`src/rtl/deser_pkg.sv`:
```
// Shared types and limits for the deser_n serial-to-parallel deserializer.
package deser_pkg;

  typedef enum logic [1:0] {
    RECEIVE = 2'd0,
    PARITY  = 2'd1,
    WAIT    = 2'd2
  } state_t;

  localparam int MIN_DATA_WIDTH = 2;
  localparam int MAX_DATA_WIDTH = 32;
  localparam int MIN_BUF_DEPTH  = 2;
  localparam int MAX_BUF_DEPTH  = 16;

  // Occupancy needs one extra bit so that "full" is distinct from "empty".
  function automatic int count_width(input int depth);
    return $clog2(depth) + 1;
  endfunction

endpackage

```
`src/rtl/deser_fifo.sv`:
```
// Synchronous word FIFO for deser_n; head reads as zero while empty.
module deser_fifo
  import deser_pkg::*;
#(
  parameter int DATA_WIDTH = 8,
  parameter int BUF_DEPTH  = 2
) (
  input  logic                  clock_100KHZ,
  input  logic                  reset,
  input  logic                  push,
  input  logic [DATA_WIDTH-1:0] push_data,
  input  logic                  pop,
  output logic                  full,
  output logic                  empty,
  output logic [DATA_WIDTH-1:0] head
);

  localparam int AW = $clog2(BUF_DEPTH);
  localparam int CW = count_width(BUF_DEPTH);

  logic [DATA_WIDTH-1:0] mem [BUF_DEPTH];
  logic [AW-1:0]         wr_ptr;
  logic [AW-1:0]         rd_ptr;
  logic [CW-1:0]         count;
  logic                  do_push;
  logic                  do_pop;

  assign empty   = (count == '0);
  assign full    = (count == CW'(BUF_DEPTH));
  assign do_pop  = pop && !empty;
  // A full FIFO still accepts a push when the head leaves in the same cycle.
  assign do_push = push && (!full || do_pop);
  assign head    = empty ? '0 : mem[rd_ptr];

  always_ff @(posedge clock_100KHZ) begin
    if (!reset) begin
      wr_ptr <= '0;
      rd_ptr <= '0;
      count  <= '0;
    end else begin
      if (do_push) wr_ptr <= wr_ptr + 1'b1;
      if (do_pop)  rd_ptr <= rd_ptr + 1'b1;
      case ({do_push, do_pop})
        2'b10:   count <= count + 1'b1;
        2'b01:   count <= count - 1'b1;
        default: count <= count;
      endcase
    end
  end

  always_ff @(posedge clock_100KHZ) begin
    if (do_push) mem[wr_ptr] <= push_data;
  end

endmodule

```
`src/rtl/deser_n.sv`:
```
// Parametrised deserializer with output FIFO; DESER_PARITY_EN adds a trailing
// even-parity bit per word and the parity_err_out pulse.
module deser_n
  import deser_pkg::*;
#(
  parameter int DATA_WIDTH = 8,
  parameter int BUF_DEPTH  = 2,
  parameter int MSB_FIRST  = 1
) (
  input  logic                  clock_100KHZ,
  input  logic                  reset,
  input  logic                  data_in,
  input  logic                  write_in,
  input  logic                  ack_in,
  output logic                  status_out,
  output logic [DATA_WIDTH-1:0] data_out,
  output logic                  data_ready,
  output logic                  overflow_out
`ifdef DESER_PARITY_EN
  ,
  output logic                  parity_err_out
`endif
);

  localparam int BW = $clog2(DATA_WIDTH);
  localparam logic [BW-1:0] LAST_BIT = BW'(DATA_WIDTH - 1);
  localparam bit CFG_OK = (DATA_WIDTH >= MIN_DATA_WIDTH) && (DATA_WIDTH <= MAX_DATA_WIDTH) &&
                          (BUF_DEPTH >= MIN_BUF_DEPTH) && (BUF_DEPTH <= MAX_BUF_DEPTH) &&
                          ((BUF_DEPTH & (BUF_DEPTH - 1)) == 0);

  if (!CFG_OK) begin : g_bad_cfg
    $error("deser_n: unsupported DATA_WIDTH/BUF_DEPTH");
  end

  state_t                state, state_n;
  logic [BW-1:0]         cnt, cnt_n;
  logic [DATA_WIDTH-1:0] shreg, shreg_n, shifted;
  logic [DATA_WIDTH-1:0] push_data;
  logic                  push, full, empty, room;
`ifdef DESER_PARITY_EN
  logic                  perr_n;
`endif

  if (MSB_FIRST != 0) begin : g_msb
    assign shifted = {shreg[DATA_WIDTH-2:0], data_in};
  end else begin : g_lsb
    assign shifted = {data_in, shreg[DATA_WIDTH-1:1]};
  end

  assign room       = !full || (ack_in && !empty);
  assign status_out = (state != WAIT);
  assign data_ready = !empty;

  always_comb begin
    state_n   = state;
    cnt_n     = cnt;
    shreg_n   = shreg;
    push      = 1'b0;
    push_data = shifted;
`ifdef DESER_PARITY_EN
    perr_n    = 1'b0;
`endif
    case (state)
      RECEIVE: begin
        if (write_in) begin
          shreg_n = shifted;
          if (cnt == LAST_BIT) begin
            cnt_n = '0;
`ifdef DESER_PARITY_EN
            state_n = PARITY;
`else
            if (room) push = 1'b1;
            else      state_n = WAIT;
`endif
          end else begin
            cnt_n = cnt + 1'b1;
          end
        end
      end
`ifdef DESER_PARITY_EN
      PARITY: begin
        push_data = shreg;
        if (write_in) begin
          if (!(^shreg ^ data_in)) begin
            if (room) begin
              push    = 1'b1;
              state_n = RECEIVE;
            end else begin
              state_n = WAIT;
            end
          end else begin
            perr_n  = 1'b1;
            state_n = RECEIVE;
          end
        end
      end
`endif
      WAIT: begin
        // The FIFO is full here, so ack_in always frees the slot for the held word.
        push_data = shreg;
        if (ack_in) begin
          push    = 1'b1;
          state_n = RECEIVE;
        end
      end
      default: state_n = RECEIVE;
    endcase
  end

  always_ff @(posedge clock_100KHZ) begin
    if (!reset) begin
      state        <= RECEIVE;
      cnt          <= '0;
      shreg        <= '0;
      overflow_out <= 1'b0;
`ifdef DESER_PARITY_EN
      parity_err_out <= 1'b0;
`endif
    end else begin
      state <= state_n;
      cnt   <= cnt_n;
      shreg <= shreg_n;
      if (write_in && state == WAIT) overflow_out <= 1'b1;
`ifdef DESER_PARITY_EN
      parity_err_out <= perr_n;
`endif
    end
  end

  deser_fifo #(
    .DATA_WIDTH (DATA_WIDTH),
    .BUF_DEPTH  (BUF_DEPTH)
  ) u_fifo (
    .clock_100KHZ (clock_100KHZ),
    .reset        (reset),
    .push         (push),
    .push_data    (push_data),
    .pop          (ack_in),
    .full         (full),
    .empty        (empty),
    .head         (data_out)
  );

endmodule

```
`config.mk`:
```
export PLATFORM = sky130hd
export DESIGN_NAME = deser_n
export DESIGN_NICKNAME = d
export VERILOG_FILES = /design/src/rtl/deser_pkg.sv /design/src/rtl/deser_fifo.sv /design/src/rtl/deser_n.sv
export SDC_FILE = /design/constraint.sdc
export NUM_CORES = 1
export LEC_CHECK = 0
export CORE_UTILIZATION = 50
export DETAILED_ROUTE_END_ITERATION = 16
export GPL_TIMING_DRIVEN = 1
export HOLD_SLACK_MARGIN = 0.15
export PLACE_DENSITY = 0.77
export SKIP_LAST_GASP = 1
export SYNTH_ARGS = -nofsm -noshare
export SYNTH_HDL_FRONTEND = slang
export SYNTH_SLANG_ARGS = --single-unit
```
`constraint.sdc`:
```
create_clock -name clock_100KHZ -period 3 [get_ports clock_100KHZ]
set_input_delay 0.45 -clock clock_100KHZ [delete_from_list [all_inputs] [get_ports clock_100KHZ]]
set_output_delay 0.45 -clock clock_100KHZ [all_outputs]
set_load 0.02 [all_outputs]
```
======== After elaboration in Yosys (flattened, before gate mapping) ========
Memory sizes are Yosys's and may differ from the RTL's. A register that Yosys moved wholly into a read port is not among the register bits.
Index checks and enable logic that the tools add are counted.
word-level totals
  register bits ........................... 18
  bits in latches ......................... 0
  output and inout port bits .............. 11
  memories kept ........................... 1
  memory bits (writable) .................. 16
  ROM bits ................................ 0
cells by class
  magnitude comparators ................... 0
  $add $sub $neg .......................... 5
  bitwise logic cells ..................... 0
  div/mod/pow operators ................... 0
  shift-type cells ........................ 0
  equality and inequality tests ........... 10
  multiplexer cells ....................... 18
  reductions and logical operators ........ 11
  multipliers ............................. 0
memory list
  name        words  bits a word  rd ports  clocked after memory_dff  write ports  line              text
  u_fifo.mem  2      8            1         1                         1            deser_fifo.sv:21  logic [DATA_WIDTH-1:0] mem [BUF_DEPTH];
operators by type and width
  cell                                              count
  2-to-1 mux 8 bit                                  2
  != test 2 bit, second input constant              5
  2-to-1 mux 1 bit                                  8
  2-to-1 mux 2 bit                                  4
  one-hot mux 2 bit (2 select lines)                2
  == test 2 bit, second input constant              3
  logical NOT 2 bit                                 2
  AND reduction 4 bit                               1
  adder 3 x 1 -> 3 bit, second input constant       1
  == test 3 bit, second input constant              1
  logical AND 1 bit                                 3
  2-to-1 mux 3 bit                                  1
  adder 1 bit, second input constant                2
  adder 2 x 1 -> 2 bit, second input constant       1
  == test 2 x 1 -> 1 bit, second input constant     1
  logical NOT 1 bit                                 2
  one-hot mux 1 bit (2 select lines)                1
  AND reduction 2 bit                               1
  nonzero test 2 bit                                1
  subtractor 2 x 1 -> 2 bit, second input constant  1
  logical OR 1 bit                                  1

======== Depth between registers and ports, before layout ========
Gate-level depths: netlist of the first run.
  depth after elaboration ................. 11
  gate-level depth with buffers ........... 8
  gate-level depth less buffers ........... 8

======== Cells and area by module ========
Synthesis of the first run repeated with hierarchy kept, for this count alone.
unflattened totals
  cell total of the unflattened synthesis .. 138
  area total of the unflattened synthesis .. 1,546.5 um^2
modules (own cells, without submodules)
  module      area each (um^2)  cells an instance  seq. area each (um^2)  times used
  deser_fifo  864.6             64                 580.6                  1
  deser_n     681.9             74                 260.2                  1

======== Worst setup path before layout of the first run ========
OpenSTA, ideal clock, no wires.
  path type ............................... reg2reg
  from .................................... reg cnt[0]
  to ...................................... reg u_fifo.count[1]
  path slack .............................. 1,154 ps
  arrival ................................. 1,775 ps
  clock period less this slack ............ 1,846 ps
  buffers on the path ..................... 0
  stages on the path, launching flop included .. 8
  cells stage by stage .................... dfxtp_1 > ha_1 > ha_1 > and2_1 > o22ai_2 > ha_1 > or3_1 > a21oi_1
on the way
  longest elaborated chain between the ends .. 7
  elaborated cells between the ends (all ways) .. 9
  those cells by class .................... 3 x eq/ne; 4 x mux; 2 x reduce/logical
RTL lines
  element                                                                          line              text
  from (decl)                                                                      deser_n.sv:36     logic [BW-1:0] cnt, cnt_n;
  from (signal assigned)                                                           deser_n.sv:121    cnt <= cnt_n;
  == test 3 bit (*)                                                                deser_n.sv:67     if (cnt == LAST_BIT) begin
  2-to-1 mux 1 bit (*)                                                             deser_n.sv:67
  2-to-1 mux 1 bit (*)                                                             deser_n.sv:65     if (write_in) begin
  one-hot mux 1 bit (2 select lines) (*)                                           deser_n.sv:63     case (state)
  logical AND 1 bit (*)                                                            deser_fifo.sv:32  assign do_push = push && (!full || do_pop);
  == test 2 x 1 -> 1 bit / == test 2 bit (equally long branches)                   deser_fifo.sv:43  case ({do_push, do_pop})
  one-hot mux 2 bit (2 select lines) / nonzero test 2 bit (equally long branches)  --
  to (signal assigned)                                                             deser_fifo.sv:44  2'b10: count <= count + 1'b1;
  to (signal assigned)                                                             deser_fifo.sv:45  2'b01: count <= count - 1'b1;
  to (signal assigned)                                                             deser_fifo.sv:46  default: count <= count;
  to (decl)                                                                        deser_fifo.sv:24  logic [CW-1:0] count;
Every way passes the cells marked *; elsewhere a longest branch is shown, timed or not.
A chain may end at the register's enable or synchronous reset.

==> results of run 1 <==
==> cell usage after synthesis, drive strengths merged <==
cell	n	share of area
xor2	2	0.012
o22ai	1	0.0088
dfxtp	18	0.25
xnor2	1	0.0062
o21ai	1	0.0035
inv	4	0.011
nor3	2	0.0071
nand2b	1	0.0044
mux2	8	0.063
nand2	21	0.056
or3	1	0.0044
buf	5	0.017
mux2i	9	0.063
ha	3	0.026
and2	3	0.013
nand3b	1	0.0053
nor2b	3	0.015
edfxtp	16	0.34
nor2	15	0.041
a21oi	14	0.049
==> layout by cell type (no fill, tap or decap), drive strengths merged, types with 2 or more instances in the layout <==
cell	netlist	final
edfxtp	16	16
nor3	2	2
xor2	2	2
and2	3	3
nor2	15	15
ha	3	3
nor2b	3	3
mux2	8	8
a21oi	14	14
clkinv	0	3
mux2i	9	9
clkbuf	0	5
inv	4	4
dfxtp	18	18
nand2	21	21
clkdlybuf4s50	0	15
==> final timing paths <==
| path | slack (ps) | endpoint | depth (start not counted) | startpoint |
|---|---|---|---|---|
| setup / recovery | 790 | data_out[6] | 3 | flip-flop |
| hold / removal | 460 | shreg[7] | 2 | shreg[7] |
| setup reg to reg | 960 | u_fifo.count[1] | 7 | cnt[0] |
| hold reg to reg | 460 | shreg[7] | 2 | shreg[7] |
==> sequential cells by signal (all words and copies together) (netlist names), named ones only <==
| signal | count |
|---|---|
| u_fifo.count | 2 |
| cnt | 3 |
| shreg | 8 |
| state | 1 |
| u_fifo.wr_ptr | 1 |
| u_fifo.rd_ptr | 1 |
| overflow_out | 1 |
| u_fifo.mem | 16 |
==> layout make-up <==
cell class / instances / share of cell area
tap: 30 / 0.02301
inverter: 4 / 0.009202
timing repair buffer: 15 / 0.09202
clock buffer: 5 / 0.02301
multi-input combinational: 86 / 0.3305
sequential: 34 / 0.5153
clock inverter: 3 / 0.006902
==> critical path: cells and delay by family, from the launching register on <==
| kind | cells | cell delay, ps |
|---|---|---|
| buffers and inverters | 1 | 610 |
| DFF | 1 | 600 |
| muxes | 1 | 130 |
| and+or+nand+nor | 1 | 110 |
==> cells by family after synthesis <==
group / after synthesis / synth area share
flip-flops: 34 / 0.5926
XOR/XNOR: 3 / 0.01852
multiplexers: 17 / 0.1270
AND/OR/NAND/NOR: 47 / 0.1464
adder cells (fa/ha/maj): 3 / 0.02646
AO/OA/AOI/OAI: 16 / 0.06173
buffers and inverters: 9 / 0.02733
==> per-stage QoR <==
stage               power, µW  utilization
global route            762.0       0.6355
finish                  732.7       0.6355
global placement        522.0       0.6165
CTS                     740.0       0.6355
detailed placement      523.8       0.6165
floorplan               513.5            -
==> per-layer routing <==
| metal | up-vias | GRT usage | part of all wire |
|---|---|---|---|
| met1 | 418 | 0.1876 | 0.46 |
| met5 | - | 0 | 0 |
| li1 | 473 | - | - |
| met2 | 17 | 0.2565 | 0.49 |
| met3 | 4 | 0.04215 | 0.029 |
| met4 | 0 | 0.08571 | 0.017 |
==> report_power, final <==
| group | total [µW] | internal [µW] | switching (µW) |
|---|---|---|---|
| sequential | 488 | 485 | 2.74 |
| clock | 219 | 83.4 | 136 |
| combinational | 25.0 | 10.7 | 14.3 |
==> impl_metrics.json, run 1 <==
{
  "status": "completed",
  "detail-route-antenna-nets": 0,
  "final_cell_area_um2": 1632,
  "diodes": 0,
  "wire_per_inst_um": 12.05,
  "drv_slew": 0,
  "cts_buffers": 5,
  "critPathMaxStageDelay_ps": 610,
  "dieArea_um2": 3055,
  "cts_htree_levels": 2,
  "syn_to_final_growth_pct": 14.99,
  "syn_avg_cell_area_um2": 11.00,
  "maxCapViolCount": 0,
  "fmax_mhz": 451.7,
  "clk_pin_slew_ps": 90,
  "whs_ps": 456.7,
  "insertion_delay_ps": 320,
  "die_w_um": 55.27,
  "regArea_um2": 840.8,
  "io_buffers": 15,
  "setup_tns_ps": 0,
  "p_per_area_nw_per_um2": 449.1,
  "fin_crit_sh": 0.7380,
  "via_per_inst": 5.153,
  "final.setup.worst_slack_ps": 786.1,
  "syn-num-nets": 137,
  "post-place-ws_ps": 795.3,
  "synth-seq-cells": 34,
  "drt_first_pass_iters": 4,
  "dp.cells": 169,
  "synth_area_um2": 1419,
  "drc_errors": 0,
  "initial_utilization": 0.5526,
  "gp_congestion": 0.7034,
  "instances_no_fill": 177,
  "first_global_vias": 851,
  "critPathArrivalTime_ps": 1760,
  "wirelength_um": 2132,
  "multi_input_area_um2": 539.3,
  "io_pins": 16,
  "relSlewSlack": 0.5687,
  "leakagePower_uw": 0.0005745,
  "yosysSeqAreaShare": 0.5926,
  "num_vias": 912,
  "drt-initial-drc-count": 21,
  "grt-ovfl-total": 0,
  "synth_cell_types": 23,
  "clock_skew_ps": 12.30,
  "antenna_found_initial": 0,
  "period_minus_slack_ps": 2214,
  "final_nets": 154,
  "clock-sinks": 34,
  "dpl_cell_area_um2": 1583,
  "cts_setup_buffers": 0,
  "grt_pass1_wl_um": 3705,
  "cp-end-kind": "output pin",
  "tightest_slew_ps": 645.6,
  "drive_above_1_share": 0.1088,
  "required_ps": 2550,
  "hold_violations": 0,
  "ys_warn_count": 0,
  "peakVddDrop_mv": 0.4009,
  "path_class": "reg2out",
  "setup_viol_count_final": 0,
  "root_buffer": "clkbuf_4",
  "die_h_um": 55.27,
  "dp_hpwl_um": 1530,
  "grt_max_degree": 16,
  "cts.hold.buffers_added": 0,
  "path_cells": "mux2i_1, nor2_1, clkdlybuf4s50_1",
  "crit_path_max_fanout": 8,
  "cp-start-kind": "flip-flop",
  "cts_max_path_buffers": 2,
  "grt_usage": 0.1569,
  "ctsResizeCount": 0,
  "rows": 18,
  "fillers": 212,
  "cts_tree": "built",
  "synth_cells": 129,
  "worstHoldPathType": "reg2reg",
  "rsz0062_at_grt": "no",
  "core_um2": 2567,
  "slowest_stage": "clkdlybuf4s50_1"
}
No activity file was read; power rests on OpenSTA's default activity.
==> run 2: changes to the inputs <==
- CORE_UTILIZATION: 50 -> 49
- PLACE_DENSITY: 0.77 -> 0.79
- clock period: 3 -> 1.9 ns (I/O delays scaled with it)
==> impl_metrics.json, run 2 (same netlist as run 1, synthesis figures left out) <==
{
  "setup_viol_count_final": 0,
  "grt_usage": 0.1850,
  "via_per_inst": 5.298,
  "io_buffers": 15,
  "rows": 19,
  "maxCapViolCount": 0,
  "min_delay_path_depth": 2,
  "insertion_delay_ps": 340,
  "required_ps": 2180,
  "cts_buffers": 5,
  "cts_max_path_buffers": 2,
  "p_total_uw": 1189,
  "diodes": 0,
  "grt_pass1_wl_um": 4236,
  "leakagePower_uw": 0.0006693,
  "relSlewSlack": 0.6923,
  "initial_utilization": 0.5145,
  "core_um2": 2758,
  "ff2ff_path_depth": 7,
  "clock_skew_ps": 4.172,
  "slowest_stage": "or3_4",
  "clk_pin_slew_ps": 100,
  "path_cells": "ha_1, ha_2, and2_4, o22ai_2, ha_4, or3_4, a21oi_2",
  "p_per_area_nw_per_um2": 689.4,
  "num_vias": 996,
  "drt_first_pass_iters": 5,
  "status": "completed",
  "io_pins": 16,
  "post-route-util": 0.6257,
  "final_nets": 164,
  "cts_tree": "built",
  "layout_common_cells": "nand2_1, dfxtp_1, edfxtp_1",
  "wirelength_um": 2680,
  "cp-start-kind": "flip-flop",
  "drv_slew": 0,
  "grt_max_degree": 16,
  "dp_hpwl_um": 1814,
  "critPathArrivalTime_ps": 2150,
  "syn_to_final_growth_pct": 21.60,
  "critPathMaxStageDelay_ps": 360,
  "dieArea_um2": 3115,
  "regMostFlops": "u_fifo.mem",
  "drive_above_1_share": 0.2102,
  "antenna_found_initial": 0,
  "grt-ovfl-total": 0,
  "die_w_um": 55.81,
  "dpl_cell_area_um2": 1652,
  "die_h_um": 55.81,
  "tightest_slew_ps": 461.1,
  "fin_crit_sh": 0.9851,
  "hold_violations": 0,
  "drt-initial-drc-count": 24,
  "first_global_vias": 972,
  "reg_top3": "u_fifo.mem: 16 flops, shreg: 8 flops, cnt: 3 flops",
  "cts_htree_levels": 2,
  "clock-sinks": 34,
  "path_class": "reg2reg",
  "largest_reg_flops": 16,
  "setup_tns_ps": 0,
  "cp-end-kind": "flip-flop",
  "root_buffer": "clkbuf_4",
  "peakVddDrop_mv": 0.6044,
  "cts.hold.buffers_added": 0,
  "final_cell_area_um2": 1725,
  "fmax_mhz": 534.3,
  "worstHoldPathType": "reg2reg",
  "final_common_cell": "nand2_1",
  "crit_path_max_fanout": 3,
  "drc_errors": 0,
  "gp_congestion": 0.7348,
  "whs_ps": 472.6,
  "wire_per_inst_um": 14.26,
  "detail-route-antenna-nets": 0,
  "period_minus_slack_ps": 1872
}
## run 2: area by class of cell
type / count / area (µm²)
Clock buffer: 6 / 41.29
Inverter: 4 / 15.01
Tap cell: 31 / 38.79
Clock inverter: 2 / 8.758
Multi-Input combinational cell: 86 / 565.5
Timing Repair Buffer: 25 / 214.0
Fill cell: 230 / 1032
Sequential cell: 34 / 842.1
## run 2: path summary, 6_finish.rpt
check,end,from,slack [ps]
min,cnt[1],cnt[1],470
max reg2reg,u_fifo.count[1],cnt[0],30
max,u_fifo.count[1],cnt[0],30
min reg2reg,cnt[1],cnt[1],470
## run 2: critical path: cells and delay by family, from the launching register on
family                   cells  cell delay [ps]
adder cells (fa/ha/maj)      3              640
AND/OR/NAND/NOR              2              530
flip-flops                   1              340
AO/OA/AOI/OAI                2              290
## run 2: what timing repair did
item                                    CTS  global route
gates resized for setup                  10             6
buffers inserted                          1             0
endpoints found under the setup margin   10             1
pin swaps                                 2             2
## run 2: power breakdown
group | switching (µW) | internal, µW
sequential | 4.57 | 767
combinational | 24.3 | 19.7
clock | 235 | 139
## run 2: routing by layer
layer  GRT usage  share of wire
met3     0.04884          0.041
met2      0.3236           0.52
met5           0              0
met4      0.1150          0.038
met1      0.1981           0.40
## run 2: per-stage QoR
step	setup WS (ps)	std cells
CTS	3.951	188
global placement	74.59	179
floorplan	54.15	129
global route	-17.03	188
detailed placement	-49.28	179
finish	28.34	188
==> run 3: changes to the inputs <==
- HOLD_SLACK_MARGIN: 0.15 -> unset
- SLEW_MARGIN: unset -> 20
==> results of run 3 <==
Final layout, timing and power as in run 2 (identical DEF).
